$ cat src/rtl/arc4_key_dispatcher.sv
// ARC4 key-search dispatcher: walks the key space and hands one candidate per cycle to NUM_CORES crack cores.
// Optional: define ARC4_DISP_PERF_EN to add the keys_tried dispatch counter output.

module arc4_disp_lane #(
    parameter int KEY_W = 24
) (
    input  logic             clk,
    input  logic             rst,
    input  logic             grant,
    input  logic             done,
    input  logic [KEY_W-1:0] key,
    output logic             busy,
    output logic             core_en,
    output logic [KEY_W-1:0] core_key
);
    // core_key is held until this lane is granted again so a hit can be traced back to its key
    always_ff @(posedge clk or posedge rst) begin
        if (rst) begin
            busy     <= 1'b0;
            core_en  <= 1'b0;
            core_key <= '0;
        end else begin
            core_en <= grant;
            if (grant) begin
                busy     <= 1'b1;
                core_key <= key;
            end else if (done) begin
                busy <= 1'b0;
            end
        end
    end
endmodule

module arc4_key_dispatcher #(
    parameter int          KEY_W     = 24,
    parameter int          NUM_CORES = 2,
    parameter int unsigned KEY_START = 0
) (
    input  logic                       clk,
    input  logic                       rst,
    input  logic                       en,
    output logic                       rdy,
    output logic [NUM_CORES-1:0]       core_en,
    output logic [NUM_CORES*KEY_W-1:0] core_key,
    input  logic [NUM_CORES-1:0]       core_rdy,
    input  logic [NUM_CORES-1:0]       core_done,
    input  logic [NUM_CORES-1:0]       core_hit,
    output logic                       found,
    output logic [KEY_W-1:0]           key_out
`ifdef ARC4_DISP_PERF_EN
    ,
    output logic [KEY_W:0]             keys_tried
`endif
);
    typedef enum logic [1:0] {S_IDLE, S_RUN, S_DRAIN} state_t;

    localparam logic [KEY_W-1:0] KEY_MAX   = '1;
    localparam logic [KEY_W-1:0] START_KEY = KEY_W'(KEY_START);

    state_t                          state_q, state_d;
    logic   [KEY_W-1:0]              next_key_q;
    logic                            exhausted_q;
    logic   [NUM_CORES-1:0]          busy;
    logic   [NUM_CORES-1:0]          busy_nxt;
    logic   [NUM_CORES-1:0]          grant;
    logic                            any_grant;
    logic                            hit_any;
    logic   [KEY_W-1:0]              hit_key;
    logic   [NUM_CORES-1:0][KEY_W-1:0] lane_key;

    genvar gi;
    generate
        for (gi = 0; gi < NUM_CORES; gi++) begin : g_lane
            arc4_disp_lane #(.KEY_W(KEY_W)) u_lane (
                .clk      (clk),
                .rst      (rst),
                .grant    (grant[gi]),
                .done     (core_done[gi]),
                .key      (next_key_q),
                .busy     (busy[gi]),
                .core_en  (core_en[gi]),
                .core_key (lane_key[gi])
            );
        end
    endgenerate

    assign core_key = lane_key;
    assign rdy      = (state_q == S_IDLE);

    // Busy is the registered value, so a core reporting done and rdy together waits one cycle.
    always_comb begin
        grant     = '0;
        any_grant = 1'b0;
        if (state_q == S_RUN && !exhausted_q) begin
            for (int i = 0; i < NUM_CORES; i++) begin
                if (core_rdy[i] && !busy[i] && !any_grant) begin
                    grant[i]  = 1'b1;
                    any_grant = 1'b1;
                end
            end
        end
    end

    always_comb begin
        hit_any = 1'b0;
        hit_key = '0;
        for (int i = 0; i < NUM_CORES; i++) begin
            if (core_done[i] && core_hit[i] && !hit_any) begin
                hit_any = 1'b1;
                hit_key = lane_key[i];
            end
        end
    end

    assign busy_nxt = (busy & ~core_done) | grant;

    always_comb begin
        state_d = state_q;
        case (state_q)
            S_IDLE:  if (en) state_d = S_RUN;
            S_RUN:   if (hit_any || exhausted_q || (any_grant && next_key_q == KEY_MAX))
                         state_d = S_DRAIN;
            S_DRAIN: if (busy_nxt == '0) state_d = S_IDLE;
            default: state_d = S_IDLE;
        endcase
    end

    always_ff @(posedge clk or posedge rst) begin
        if (rst) begin
            state_q     <= S_IDLE;
            next_key_q  <= START_KEY;
            exhausted_q <= 1'b0;
            found       <= 1'b0;
            key_out     <= '0;
        end else begin
            state_q <= state_d;
            if (state_q == S_IDLE) begin
                if (en) begin
                    found       <= 1'b0;
                    key_out     <= '0;
                    next_key_q  <= START_KEY;
                    exhausted_q <= 1'b0;
                end
            end else begin
                // the key counter stops at the top of the space instead of wrapping
                if (any_grant) begin
                    if (next_key_q == KEY_MAX) exhausted_q <= 1'b1;
                    else                       next_key_q  <= next_key_q + KEY_W'(1);
                end
                if (hit_any && !found) begin
                    found   <= 1'b1;
                    key_out <= hit_key;
                end
            end
        end
    end

`ifdef ARC4_DISP_PERF_EN
    localparam logic [KEY_W:0] TRIED_MAX = {1'b1, {KEY_W{1'b0}}};

    always_ff @(posedge clk or posedge rst) begin
        if (rst)                                       keys_tried <= '0;
        else if (state_q == S_IDLE && en)              keys_tried <= '0;
        else if (any_grant && keys_tried != TRIED_MAX) keys_tried <= keys_tried + (KEY_W+1)'(1);
    end
`endif
endmodule
$ cat config.mk
export PLATFORM = sky130hd
export DESIGN_NAME = arc4_key_dispatcher
export DESIGN_NICKNAME = d
export VERILOG_FILES = /design/src/rtl/arc4_key_dispatcher.sv
export SDC_FILE = /design/constraint.sdc
export NUM_CORES = 1
export LEC_CHECK = 0
export CORE_MARGIN = 3
export CORE_UTILIZATION = 56
export DETAILED_ROUTE_END_ITERATION = 8
export HOLD_SLACK_MARGIN = 0.12
export PLACE_DENSITY = 0.85
export SLEW_MARGIN = 20
export SYNTH_ARGS = -nofsm -noshare
export SYNTH_HDL_FRONTEND = slang
export SYNTH_SLANG_ARGS = --single-unit
$ cat constraint.sdc
create_clock -name clk -period 5.6 [get_ports clk]
set_input_delay 1.12 -clock clk [delete_from_list [all_inputs] [get_ports clk]]
set_output_delay 1.12 -clock clk [all_outputs]
set_load 0.005 [all_outputs]
Word level (Yosys, flattened, before mapping)
Index checks and enable logic that the tools add are counted.
{ "word_totals": {"ff_bits": 104, "input_bits": 9, "output_inout_bits": 76, "elab_cells": 80} }
{ "op_classes": {"addsub": 1, "n_eq_ne": 7, "muxes": 30, "n_bitwise": 3, "n_reduce_logical": 28} }
{ "op_table": {"columns": ["op", "n"], "rows": [
  ["2-to-1 mux 24 bit", 8],
  ["adder 24 x 1 -> 24 bit (second input constant)", 1],
  ["equality test 24 bit (second input constant)", 1],
  ["2-to-1 mux 1 bit", 17],
  ["nonzero test 2 bit", 5],
  ["logical AND 1 bit", 9],
  ["AND reduction 3 bit", 3],
  ["2-to-1 mux 2 bit", 4],
  ["zero test 1 bit", 6],
  ["inequality test 2 bit (second input constant)", 3],
  ["case mux 2 bit (3 select lines)", 1],
  ["zero test 2 bit", 2],
  ["AND 2 bit", 1],
  ["equality test 2 x 1 -> 1 bit (second input constant)", 1],
  ["equality test 2 bit (second input constant)", 1],
  ["logical OR 1 bit", 2],
  ["inequality test 2 x 1 -> 1 bit (second input constant)", 1],
  ["inverter 2 bit", 1],
  ["bitwise OR 2 bit", 1],
  ["AND reduction 2 bit", 1]
]} }

Depth between registers and ports, before layout
{ "depth": {"depth_word": 12, "mapped_depth": 8, "depth_no_buf": 6} }

Cells and area by module
Synthesis repeated with hierarchy kept, for this count alone.
{ "hier_totals": {"cells_unflattened": 390, "hier_area_um2": 4792.1} }
{ "by_module_without_submodules": {"columns": ["mod", "n_inst", "cells_per_inst", "area_each_um2", "seq_area_each_um2"], "rows": [
  ["arc4_key_dispatcher", 1, 278, 2675.1, 1301.2],
  ["arc4_disp_lane", 2, 56, 1058.5, 650.6]
]} }

Least setup slack after synthesis
No wires, ideal clock.
{ "synth_timing": {"path_kind": "input port to flip-flop", "start": "in core_hit[0]", "end": "reg key_out[2]", "setup_time_ps": 133, "arrival_time_ps": 2455, "required_time_ps": 5467, "setup_slack_ps": 3012, "path_stages": 8, "n_path_buf": 3, "path_cell_list": "and2_1 > clkbuf_1 > a21oi_1 > or3_1 > clkbuf_1 > clkbuf_1 > nand3_1 > o21ai_0"} }
{ "synth_between": {"elab_chain_len": 8, "elab_cells_between_ends": 12, "classes_between": "mux: 6; reduce/logical: 6"} }
{ "synth_rtl": {"columns": ["item", "line_no", "text"], "rows": [
  ["start: declaration", "47", "input logic [NUM_CORES-1:0] core_hit,"],
  ["logical AND 1 bit *", "108", "if (core_done[i] && core_hit[i] && !hit_any) begin"],
  ["2-to-1 mux 1 bit", "108", null],
  ["zero test 1 bit", "108", null],
  ["logical AND 1 bit", "108", null],
  ["2-to-1 mux 1 bit", "108", null],
  ["logical AND 1 bit", "150", "if (hit_any && !found) begin"],
  ["nonzero test 2 bit (no source line)", null, null],
  ["AND reduction 2 bit (no source line)", null, null],
  ["end signal: assignment", "152", "key_out <= hit_key;"],
  ["end: declaration", "49", "output logic [KEY_W-1:0] key_out"]
]} }
Every way passes the cells marked *; elsewhere a longest branch is shown, timed or not. The select of a mux whose other input is x is not followed.
A chain may end at the register's enable or synchronous reset.

Worst setup path after layout
{ "layout_timing": {"start": "in core_done[0]", "end": "reg key_out[12]"} }
{ "layout_between": {"elab_chain_len": 8, "elab_cells_between_ends": 12, "classes_between": "mux: 6; reduce/logical: 6"} }
{ "layout_rtl": {"columns": ["item", "line_no", "text"], "rows": [
  ["start: declaration", "46", "input logic [NUM_CORES-1:0] core_done,"],
  ["logical AND 1 bit *", "108", null],
  ["2-to-1 mux 1 bit", "108", null],
  ["zero test 1 bit", "108", null],
  ["logical AND 1 bit", "108", null],
  ["2-to-1 mux 1 bit", "108", null],
  ["logical AND 1 bit", "150", null],
  ["nonzero test 2 bit (no source line)", null, null],
  ["AND reduction 2 bit (no source line)", null, null]
]} }
Marks and branches as above.

==> impl_results.md <==
- Setup crit end kind: flop
- Max cap viols: 0
- Post-Syn Nets: 508
- Leakage power: approximately 2.5 nW
- CP arrival: 3490 ps
- Clk_skew: between 10 and 15 ps
- Slew @ Worst Pin: just over 1000 ps
- RSZ-0062 raised after global routing: false
- Synthesized flop and latch total: about 100
- # diodes: 0
- CTS Buffer Depth: 2
- Clock power frac: 25.1%
- Antenna viol nets, final: 0
- Sequential cell area fraction in the yosys report: a little under three fifths
- Post-CTS setup buffer count: 0
- Avg Vias per Cell: 5.916
- Inserted Clock Buffers: 9
- CP max-delay cell: and2_1
- Post-CTS sizing: 0
- Tmin final: ~3300 ps
- CTS tree: yes
- Largest family of logic cells by synthesized area: simple AND/OR/NAND/NOR gates
- PortBufs: between 80 and 90
- H-tree levels: 3
- Final cycle utilization of the critical path: 58.19%
- Simple-gate share of the synthesized area: about a quarter
- Die height: between 90 and 100 microns
- Crit-path cells: clkdlybuf4s50_1, and2_1, a21oi_1, or3_1, buf_4, nand3_1, o21ai_0
- Residual DRC count: 0
- Post-synthesis mux area share: less than 1%
- CTS clk-pin slew, worst paths: approximately 100 ps
- Clock Sinks: roughly 100
- Crit path largest cell delay: ~820 ps
- Initial antenna violation count: 0
- Slew Limit Fails: 0
- Starting Density: between 50% and 60%
- Vias after detailed routing: 3958
- Avg WL per Cell: approximately 17 microns
- # nets final: 572
- DIE AREA: around 9400 sq um
- Cell-internal power: 0.001156 W
- Yosys warning count: 0
- DP HPWL: 7.940 mm
- Net Sw Power: approximately 0.0006 W
- First-pass GRT wire length: between 15 and 20 mm
- Post-Syn Area: about 4600 sq um
- Share of cells above drive strength 1: 5.820%
- Final TNS setup: 0 ps
- Slew headroom: a little under a third
- Post-synth cell types: 45
- Top FF cell, synth: dfrtp_1
- Hold Path Class: flop to flop
- Site Rows: 32
- Final WL: around 11 mm
- CP Max Fanout: 49
- Cell count after synthesis: 498
- Post-Synth XOR/XNOR Area: roughly 1.1%
- Combinational Power Share: 24.6%
- Final Hold Fails: 0
- Largest net degree at the start of global routing: between 60 and 70
- Sw frac: roughly a third
- Core area: roughly 7900 sq um
- Bufs and invs on worst path: 2
- Endpoints failing setup: 0
- Critical Path RT: between 5000 and 6000 ps
- Pre-antenna DRT Iters: 5
- Post-Place Cells: about 650
- Setup crit start kind: primary input
- Io pins: between 80 and 90
- Share of synthesized registers carrying an async set or reset: 100.0%
- Reg2Reg Setup Slack: between 2000 and 3000 ps
- Clk_lat worst skew: roughly 360 ps
- Die width: approximately 97 microns
- Starting DRT DRC Count: a little over 300
- Crit path kind: primary input to flop
- Status: finished clean
- Area Overhead vs Synth: 22.11%
- GR Overflow Total: 0
- PwrDens: between 300 and 400 nW/um^2
- Compound-Gate Fraction of Synth Area: 14.14%
- EDFF count, synth: 0
- Highest Clock Rate: roughly 310 MHz
- Root Buffer: clkbuf_8
- Vias in the first global route: 3802
- GPL Wtd Cong: between 0.8 and 0.9
- Synth Area in Adders: 0.2703%
- Worst vdd ir: 0.0002273 V
- Avg Cell Area, Syn: a little over 9 sq um
- Hold buffer count at cts: 0
- Total power: between 0.0015 and 0.002 W
- GRT Overall Usage: about a quarter
- Fin cells: 669
- Delay-heaviest family, CP: simple AND/OR/NAND/NOR gates
- Sequential share of power: roughly half
Yosys cell counts (all sizes together), types with 2 or more instances:
master,instances,area [sq um]
clkbuf,25,95.09
nor4,4,37.53
nand2b,2,12.51
buf,11,71.32
or3b,2,17.52
a2111oi,3,26.28
a22oi,24,180.2
dfrtp,104,2603
or4,5,37.54
nand4,5,46.29
and2,3,18.77
mux2i,3,30.03
nor2,13,48.80
and3,2,12.51
a31o,2,17.52
o211ai,2,20.02
o31ai,5,37.54
nor3b,2,15.01
o21a,2,15.01
a21oi,15,90.09
inv,9,33.78
xnor2,5,43.79
o21ai,45,225.2
nand2,150,563.0
or3,7,43.79
and4,3,26.28
o2111ai,2,23.77
nand3,36,180.2
state kept, by name, summed over array words and instances (netlist names):
name and cells:
g_lane.u_lane.busy 2, state_q 2, next_key_q 24, found 1, exhausted_q 1, g_lane.u_lane.core_en 2
key_out 24, g_lane.u_lane.core_key 48
tightest hold or removal path: cells and delay by family (launching register included):
| family | cells | cell delay (ps) |
|---|---|---|
| AND/OR/NAND/NOR | 1 | 60 |
| AO/OA/AOI/OAI | 1 | 60 |
| flip-flops | 1 | 360 |
cell type report:
| type | instances | area, sq um |
|---|---|---|
| sequential | 104 | 2603 |
| fill | 573 | 2235 |
| multi-input combinational | 349 | 1827 |
| timing repair buffer | 89 | 878.3 |
| clock buffer | 11 | 141.4 |
| tap | 102 | 127.6 |
| clock inverter | 5 | 40.04 |
| inverter | 9 | 36.28 |
cells by family after synthesis:
family                     Yosys count
muxes                                3
and+or+nand+nor                    237
buffers and inverters               45
DFF                                104
adders and majority gates            1
AOI/OAI and AO/OA                  102
xor gates and xnor gates             6
metal layers:
metal	up-vias	global-route usage, %	wire [microns]
met3	18	3.965	707
li1	1837	-	-
met1	1932	35.83	5003
met4	0	8.207	221
met2	171	39.60	5542
met5	-	0	0
power groups by stage:
stage	Combinational [W]	Sequential [W]	Clock, W
after floorplan	0.000254	0.000881	0
after global placement	0.000422	0.000893	0
after detailed placement	0.000433	0.000896	0
after CTS	0.000434	0.000881	0.000443
after global routing	0.000474	0.000894	0.000474
final	0.000432	0.000882	0.000440
layout by cell type, fill, tap and decap left out, types with 2 or more instances in the layout:
master           Yosys  routed
nand3_1             36      36
or4_1                5       5
dfrtp_1            104     104
nor4_2               2       2
clkinvlp_4           0       2
a21oi_1             13      13
nor2_1              13      13
o31ai_1              5       5
or3_1                7       7
o21a_1               2       2
o21ai_0             41      41
or3b_2               2       2
inv_1                9       8
and3_1               2       2
nor3b_1              2       2
and2_1               3       3
buf_4                4       5
a31o_2               2       2
a22oi_1             24      24
o21ai_1              4       4
nand2b_1             2       2
clkbuf_8             0      10
mux2i_1              3       3
nand2_1            150     150
xnor2_1              5       5
and4_1               3       3
nor4_1               2       2
a2111oi_0            3       3
nand4_1              4       4
clkdlybuf4s50_1      0      84
through the flow:
stage | utilization (%) | cell area, sq um | hold WS (ps) | setup slack (ps)
6_report | 71.67 | 5653 | 513.7 | 2341
3_3_place_gp | 69.37 | 5472 | 480.6 | 2145
5_1_grt | 71.67 | 5653 | 539.2 | 2234
3_5_place_dp | 69.37 | 5472 | 490.4 | 1990
4_1_cts | 71.67 | 5653 | 515.9 | 2376
2_1_floorplan | - | 4629 | 458.1 | 1748
worst paths after layout:
check,depth (start not counted),startpoint,endpoint
setup / recovery,7,core_done[0],key_out[12]$_DFFE_PP0P_
hold reg to reg,2,key_out[9]$_DFFE_PP0P_,key_out[9]$_DFFE_PP0P_
hold / removal,2,key_out[9]$_DFFE_PP0P_,key_out[9]$_DFFE_PP0P_
setup reg to reg,6,next_key_q[0]$_DFFE_PP0P_,next_key_q[19]$_DFFE_PP0P_
max in group asynchronous,3,rst,next_key_q[15]$_DFFE_PP0P_
min in group asynchronous,2,rst,key_out[2]$_DFFE_PP0P_
Note: power is estimated with default switching activity, not from simulation.
